### config.mk
export PLATFORM = sky130hd
export DESIGN_NAME = simmem_bank_state
export DESIGN_NICKNAME = d
export VERILOG_FILES = /design/src/rtl/simmem_pkg.sv /design/src/rtl/simmem_bank_state.sv
export SDC_FILE = /design/constraint.sdc
export NUM_CORES = 1
export LEC_CHECK = 0
export CAP_MARGIN = 5
export CORE_AREA = 2 2 51 53
export CTS_BUF_LIST = sky130_fd_sc_hd__clkbuf_8
export DETAILED_ROUTE_END_ITERATION = 8
export DIE_AREA = 0 0 53 55
export GPL_TIMING_DRIVEN = 0
export PLACE_DENSITY = 0.75
export SETUP_SLACK_MARGIN = 0.3
export SLEW_MARGIN = 20
export SYNTH_ARGS = -nofsm -noshare
export SYNTH_HDL_FRONTEND = slang
export SYNTH_SLANG_ARGS = --single-unit
### constraint.sdc
create_clock -name clk_i -period 3.3 [get_ports clk_i]
set_input_delay 0.66 -clock clk_i [delete_from_list [all_inputs] [get_ports clk_i]]
set_output_delay 0.66 -clock clk_i [all_outputs]
set_load 0.005 [all_outputs]
### src/rtl/simmem_pkg.sv
// Shared defaults and bank state type for the simmem row-buffer timing model.
package simmem_pkg;

  localparam int unsigned DefaultAddrWidth         = 16;
  localparam int unsigned DefaultRowBufferLenWidth = 8;
  localparam int unsigned DefaultIDWidth           = 4;
  localparam int unsigned DefaultNumBanks          = 4;
  localparam int unsigned DefaultDelayWidth        = 8;

  localparam int unsigned DefaultRowHitCost     = 10;
  localparam int unsigned DefaultPrechargeCost  = 50;
  localparam int unsigned DefaultActivationCost = 45;

  // Cost values are carried wide enough that any combination of the three fits.
  localparam int unsigned CostWidth = 16;

  localparam int unsigned DefaultRowTagWidth =
    DefaultAddrWidth - DefaultRowBufferLenWidth - $clog2(DefaultNumBanks);

  typedef struct packed {
    logic                          open;
    logic [DefaultRowTagWidth-1:0] row;
    logic [DefaultDelayWidth-1:0]  busy;
  } bank_state_t;

endpackage

### src/rtl/simmem_bank_state.sv
// One DRAM bank: open/row tracking, busy countdown and access cost lookup.
// SIMMEM_CLOSED_PAGE_EN selects closed-page behaviour (bank never left open).
module simmem_bank_state
  import simmem_pkg::*;
#(
  parameter int unsigned RowTagWidth    = DefaultRowTagWidth,
  parameter int unsigned DelayWidth     = DefaultDelayWidth,
  parameter int unsigned RowHitCost     = DefaultRowHitCost,
  parameter int unsigned PrechargeCost  = DefaultPrechargeCost,
  parameter int unsigned ActivationCost = DefaultActivationCost
) (
  input  logic                   clk_i,
  input  logic                   rst_i,
  input  logic                   load_i,
  input  logic [RowTagWidth-1:0] row_i,
  input  logic [DelayWidth-1:0]  busy_i,
  output logic [DelayWidth-1:0]  remain_o,
  output logic [CostWidth-1:0]   cost_o
);

  logic                   open_q, open_d;
  logic [RowTagWidth-1:0] row_q, row_d;
  logic [DelayWidth-1:0]  busy_q, busy_d;

  // Remaining busy time once this cycle has elapsed; also the idle next state.
  always_comb begin
    remain_o = (busy_q == '0) ? '0 : busy_q - DelayWidth'(1);
  end

  always_comb begin
`ifdef SIMMEM_CLOSED_PAGE_EN
    cost_o = CostWidth'(ActivationCost + RowHitCost);
`else
    if (!open_q) begin
      cost_o = CostWidth'(ActivationCost + RowHitCost);
    end else if (row_q == row_i) begin
      cost_o = CostWidth'(RowHitCost);
    end else begin
      cost_o = CostWidth'(PrechargeCost + ActivationCost + RowHitCost);
    end
`endif
  end

  always_comb begin
    open_d = open_q;
    row_d  = row_q;
    busy_d = remain_o;
    if (load_i) begin
`ifndef SIMMEM_CLOSED_PAGE_EN
      open_d = 1'b1;
`endif
      row_d  = row_i;
      busy_d = busy_i;
    end
  end

  always_ff @(posedge clk_i) begin
    if (rst_i) begin
      open_q <= 1'b0;
      row_q  <= '0;
      busy_q <= '0;
    end else begin
      open_q <= open_d;
      row_q  <= row_d;
      busy_q <= busy_d;
    end
  end

endmodule

Word-level counts from Yosys, hierarchy flattened --
Index checks and enable logic that the tools add are counted.
Cells by class: $add $sub $neg 1, reductions and logical operators 1, divide/modulo/power cells 0, muxes and demuxes 4, bitwise logic cells 0, shift operators 0, $mul 0, equal/unequal tests 1, order comparisons 0
Operators with widths (number):
- 8-bit two-way mux | 2
- 7-bit two-way mux | 2
- 8-bit logical NOT | 1
- 8-bit by 1-bit subtractor with 8-bit output (second input constant) | 1
- 6-bit == test | 1
Storage, ports and cells: register bits 15, input port bits 17, ROM bits 0, memories kept 0, latch bits 0, output and inout port bits 24, RAM bits 0

Longest topological paths before layout --
depth in word-level cells 3, depth in mapped cells 6, gate-level depth less buffers 5

Worst setup path after synthesis --
No wires, ideal clock.
path kind input-to-output, start point input port row_i[2], end point output port cost_o[5], cell stages on the path 4, slack 1141 ps, arrival time 1499 ps, path buffers 1, cell sequence xor2_1 nor4_1 nand3_1 buf_4
On the way: cells in the longest elaborated chain, start to end 3
RTL lines:
- start: declaration | line simmem_bank_state.sv:15 | input logic [RowTagWidth-1:0] row_i,
- 6-bit == test | line simmem_bank_state.sv:36 | end else if (row_q == row_i) begin
- 7-bit two-way mux | line simmem_bank_state.sv:36
- 7-bit two-way mux | line simmem_bank_state.sv:34 | if (!open_q) begin
- end: declaration | line simmem_bank_state.sv:18 | output logic [CostWidth-1:0] cost_o
Every way passes these cells.

Final worst setup path --
start point input port row_i[2], end point output port cost_o[1]
The elaborated chain is that of the path after synthesis.

==> impl_metrics.json <==
{
  "status": "completed",
  "fmax_ghz": 0.339,
  "via_per_inst": 4.70,
  "drt-total-wl_um": 2000,
  "clock_path_buffers": 2,
  "cp_top_family": "buffers and inverters",
  "drtIter0Drc": 8,
  "synth.most_common_cell": "dfxtp_1",
  "path_cells": "clkdlybuf4s50_1 -> xor2_1 -> nor4_2 -> buf_4 -> a21o_1 -> clkdlybuf4s50_1",
  "cp.required_ps": 2640,
  "power.leakage_nw": 0.620,
  "slowest_delay_ps": 490,
  "synth_edf_count": 0,
  "r2r_slack_ps": 1590,
  "num_rows": 18,
  "synth-main-ff-cell": "dfxtp_1",
  "routabilityCongestion": 0.769,
  "rsz0062_at_grt": "yes",
  "cts.htree.levels": 1,
  "synth_area_leaders": "dfxtp_1 33%, buf_4 11%, mux2i_1 6.6%",
  "track_usage_pct": 14.9,
  "syn_to_final_growth_pct": 49.0,
  "ant_nets": 0,
  "ctsHoldBuffers": 0,
  "synth_top_family_by_area": "simple AND/OR/NAND/NOR gates",
  "setup-tns-final_ps": 0,
  "synth.distinct_cells": 28,
  "dr_total_vias": 851,
  "syn_inst": 107,
  "post-place-ws_ps": 99.4,
  "drcViolationCount": 0,
  "holdPathStages": 2,
  "crit_top_cell": "clkdlybuf4s50_1",
  "n_antenna_cell": 0,
  "antenna_found_initial": 0,
  "synth-xor-area-share_pct": 8.69,
  "synth.cells.most_frequent": "15 x dfxtp_1, 14 x nor2_1, 13 x buf_4",
  "grt_overflow": 0,
  "vdd_drop_max_v": 0.000297,
  "cts.reportedPaths.clkPinSlew_ps": 60,
  "r2r_cells": 3,
  "hold_start": "row_q[0]$_SDFFE_PP0P_",
  "dp.cells": 175,
  "period_needed_ps": 2950,
  "ioPinCount": 41,
  "pwr_density_cell_mw_per_mm2": 427,
  "worstPathArrival_ps": 2290,
  "clkSinkCount": 15,
  "period_share_pct": 89.3,
  "maxCapViolCount": 0,
  "dp_hpwl_um": 1570,
  "critPathKind": "input port to output port",
  "cts_made_buffers": 3,
  "synth_top_cell_area_share_pct": 33.1,
  "synth_top_area_cell": "dfxtp_1",
  "synth-seq-area-share_pct": 33.1,
  "synth_mux_area_share_pct": 7.86,
  "synth-seq-cells": 15,
  "setup_violations": 0,
  "chipHeight_um": 55,
  "grt_pass1_vias": 771,
  "wl_per_cell_um": 11.0,
  "r2r_end": "busy_q[5]$_SDFF_PP0_",
  "cts_root_buffer": "clkbuf_8",
  "min_to": "row_q[0]$_SDFFE_PP0P_",
  "finClkSkew_ps": 4.41,
  "grt_max_degree": 11,
  "die_x_um": 53,
  "start_util_pct": 38.4,
  "port_buffers": 30,
  "grt_pass1_wl_um": 3150,
  "ys_warn_count": 0,
  "slew_viol_final": 0,
  "fin_cells": 181,
  "die_area_sq_mm": 0.00292,
  "synth-compound-area-share_pct": 14.5,
  "crit_buf_inv": 3,
  "fp.coreArea_sq_mm": 0.00236,
  "cpMaxStageDelayCell": "clkdlybuf4s50_1",
  "timing.critical_path.fanout_max": 3,
  "final_nets": 171,
  "avgSynthCellArea_sq_um": 8.48,
  "hold_viol": 0,
  "clock_latency_ps": 250,
  "crit_path_end_kind": "output port",
  "drive_gt1_share_pct": 15.9,
  "synth-simple-area-share_pct": 18.2,
  "syn_area_sq_um": 907,
  "cts_tree": "done",
  "start_kind": "input port",
  "synth_adder_area_share_pct": 2.76,
  "first_pass_iters": 4,
  "fin_ws_ps": 352,
  "worstMarginPinSlew_ps": 535,
  "max-slew-margin-rel_pct": 64.3,
  "async_reset_ff_share_pct": 0,
  "timing.rr.start": "busy_q[0]$_SDFF_PP0_",
  "hold_class": "flop to flop",
  "fin_hold_ws_ps": 521
}
## stage by stage
step	area, sq um	utilization [%]	total power [W]
3_3_place_gp	1270	53.9	0.000426
5_1_grt	1350	57.1	0.000614
6_report	1350	57.1	0.000578
2_1_floorplan	937	-	0.000331
4_1_cts	1340	56.7	0.000581
3_5_place_dp	1270	53.9	0.000430
## cells by family after synthesis
| group | after synthesis |
|---|---|
| compound gates | 17 |
| xor+xnor | 9 |
| fa+ha+maj | 2 |
| buf+inv | 22 |
| flops | 15 |
| mux | 7 |
| other cells | 1 |
| simple gates | 34 |
## area by class of cell
| cell class | instances | area, sq um |
|---|---|---|
| Fill cell | 236 | 1010 |
| Multi-Input combinational cell | 78 | 518 |
| Timing Repair Buffer | 32 | 319 |
| Sequential cell | 15 | 300 |
| Buffer | 16 | 109 |
| Clock buffer | 3 | 41.3 |
| Tap cell | 30 | 37.5 |
| Inverter | 6 | 22.5 |
| Clock inverter | 1 | 3.75 |
## worst register-to-register path: stages, from the launching register on
cell and delay, ps:
dfxtp_1 350, or4_4 540, or4_4 500, a311oi_2 240
## timing repair
item / CTS / global route
setup buffers: 2 / 0
pin swaps: 1 / 2
gates resized for setup: 2 / 4
endpoints found under the setup margin: 4 / 8
gates cloned: 0 / 0
hold endpoints to repair: 0 / 0
## metal layers
metal  track usage, %  vias up  wire [um]
li1                 -      435          -
met1             16.7      378        810
met2             26.9       36        999
met3             3.49        2        172
met4             6.41        0         18
met5                0        -          0
## state kept, by name, summed over array words and instances (netlist names)
| register | count |
|---|---|
| busy_q | 8 |
| open_q | 1 |
| row_q | 6 |
## where the power goes
part	internal, W	switching, W
Clock	0.0000824	0.0000637
Combinational	0.000129	0.0000866
Sequential	0.000198	0.0000176
Total	0.000410	0.000168
## worst max-delay path by stage
| stage | to | depth (start not counted) | slack, ps | start |
|---|---|---|---|---|
| final | cost_o[1] | 6 | 350 | row_i[2] |
| after global routing | remain_o[0] | 7 | 290 | busy_q[0]$_SDFF_PP0_ |
| after CTS | cost_o[6] | 7 | 300 | row_i[0] |
| after detailed placement | cost_o[5] | 6 | 100 | row_i[2] |
| after global placement | cost_o[5] | 6 | 110 | row_i[2] |
| after floorplan | cost_o[5] | 4 | 1140 | row_i[2] |
## cells in the final DEF (no fill, tap or decap), drive strengths merged
master         instances
clkdlybuf4s50         27
o21ai                  1
nand2                  8
xnor2                  3
o21bai                 1
nor3b                  2
clkbuf                 5
nand3                  2
a21oi                  4
a31oi                  1
o32ai                  5
or2                    1
nor4                   2
a211o                  1
dfxtp                 15
o311a                  1
ha                     2
and2                   1
buf                   16
xor2                   6
nor2                  14
or4                    2
dlymetal6s2s           2
a311oi                 1
mux2                   1
dlygate4sd2            1
nor3                   2
inv                    7
conb                   9
mux2i                  6
a21o                   2
Note: power is estimated with default switching activity, not from simulation.
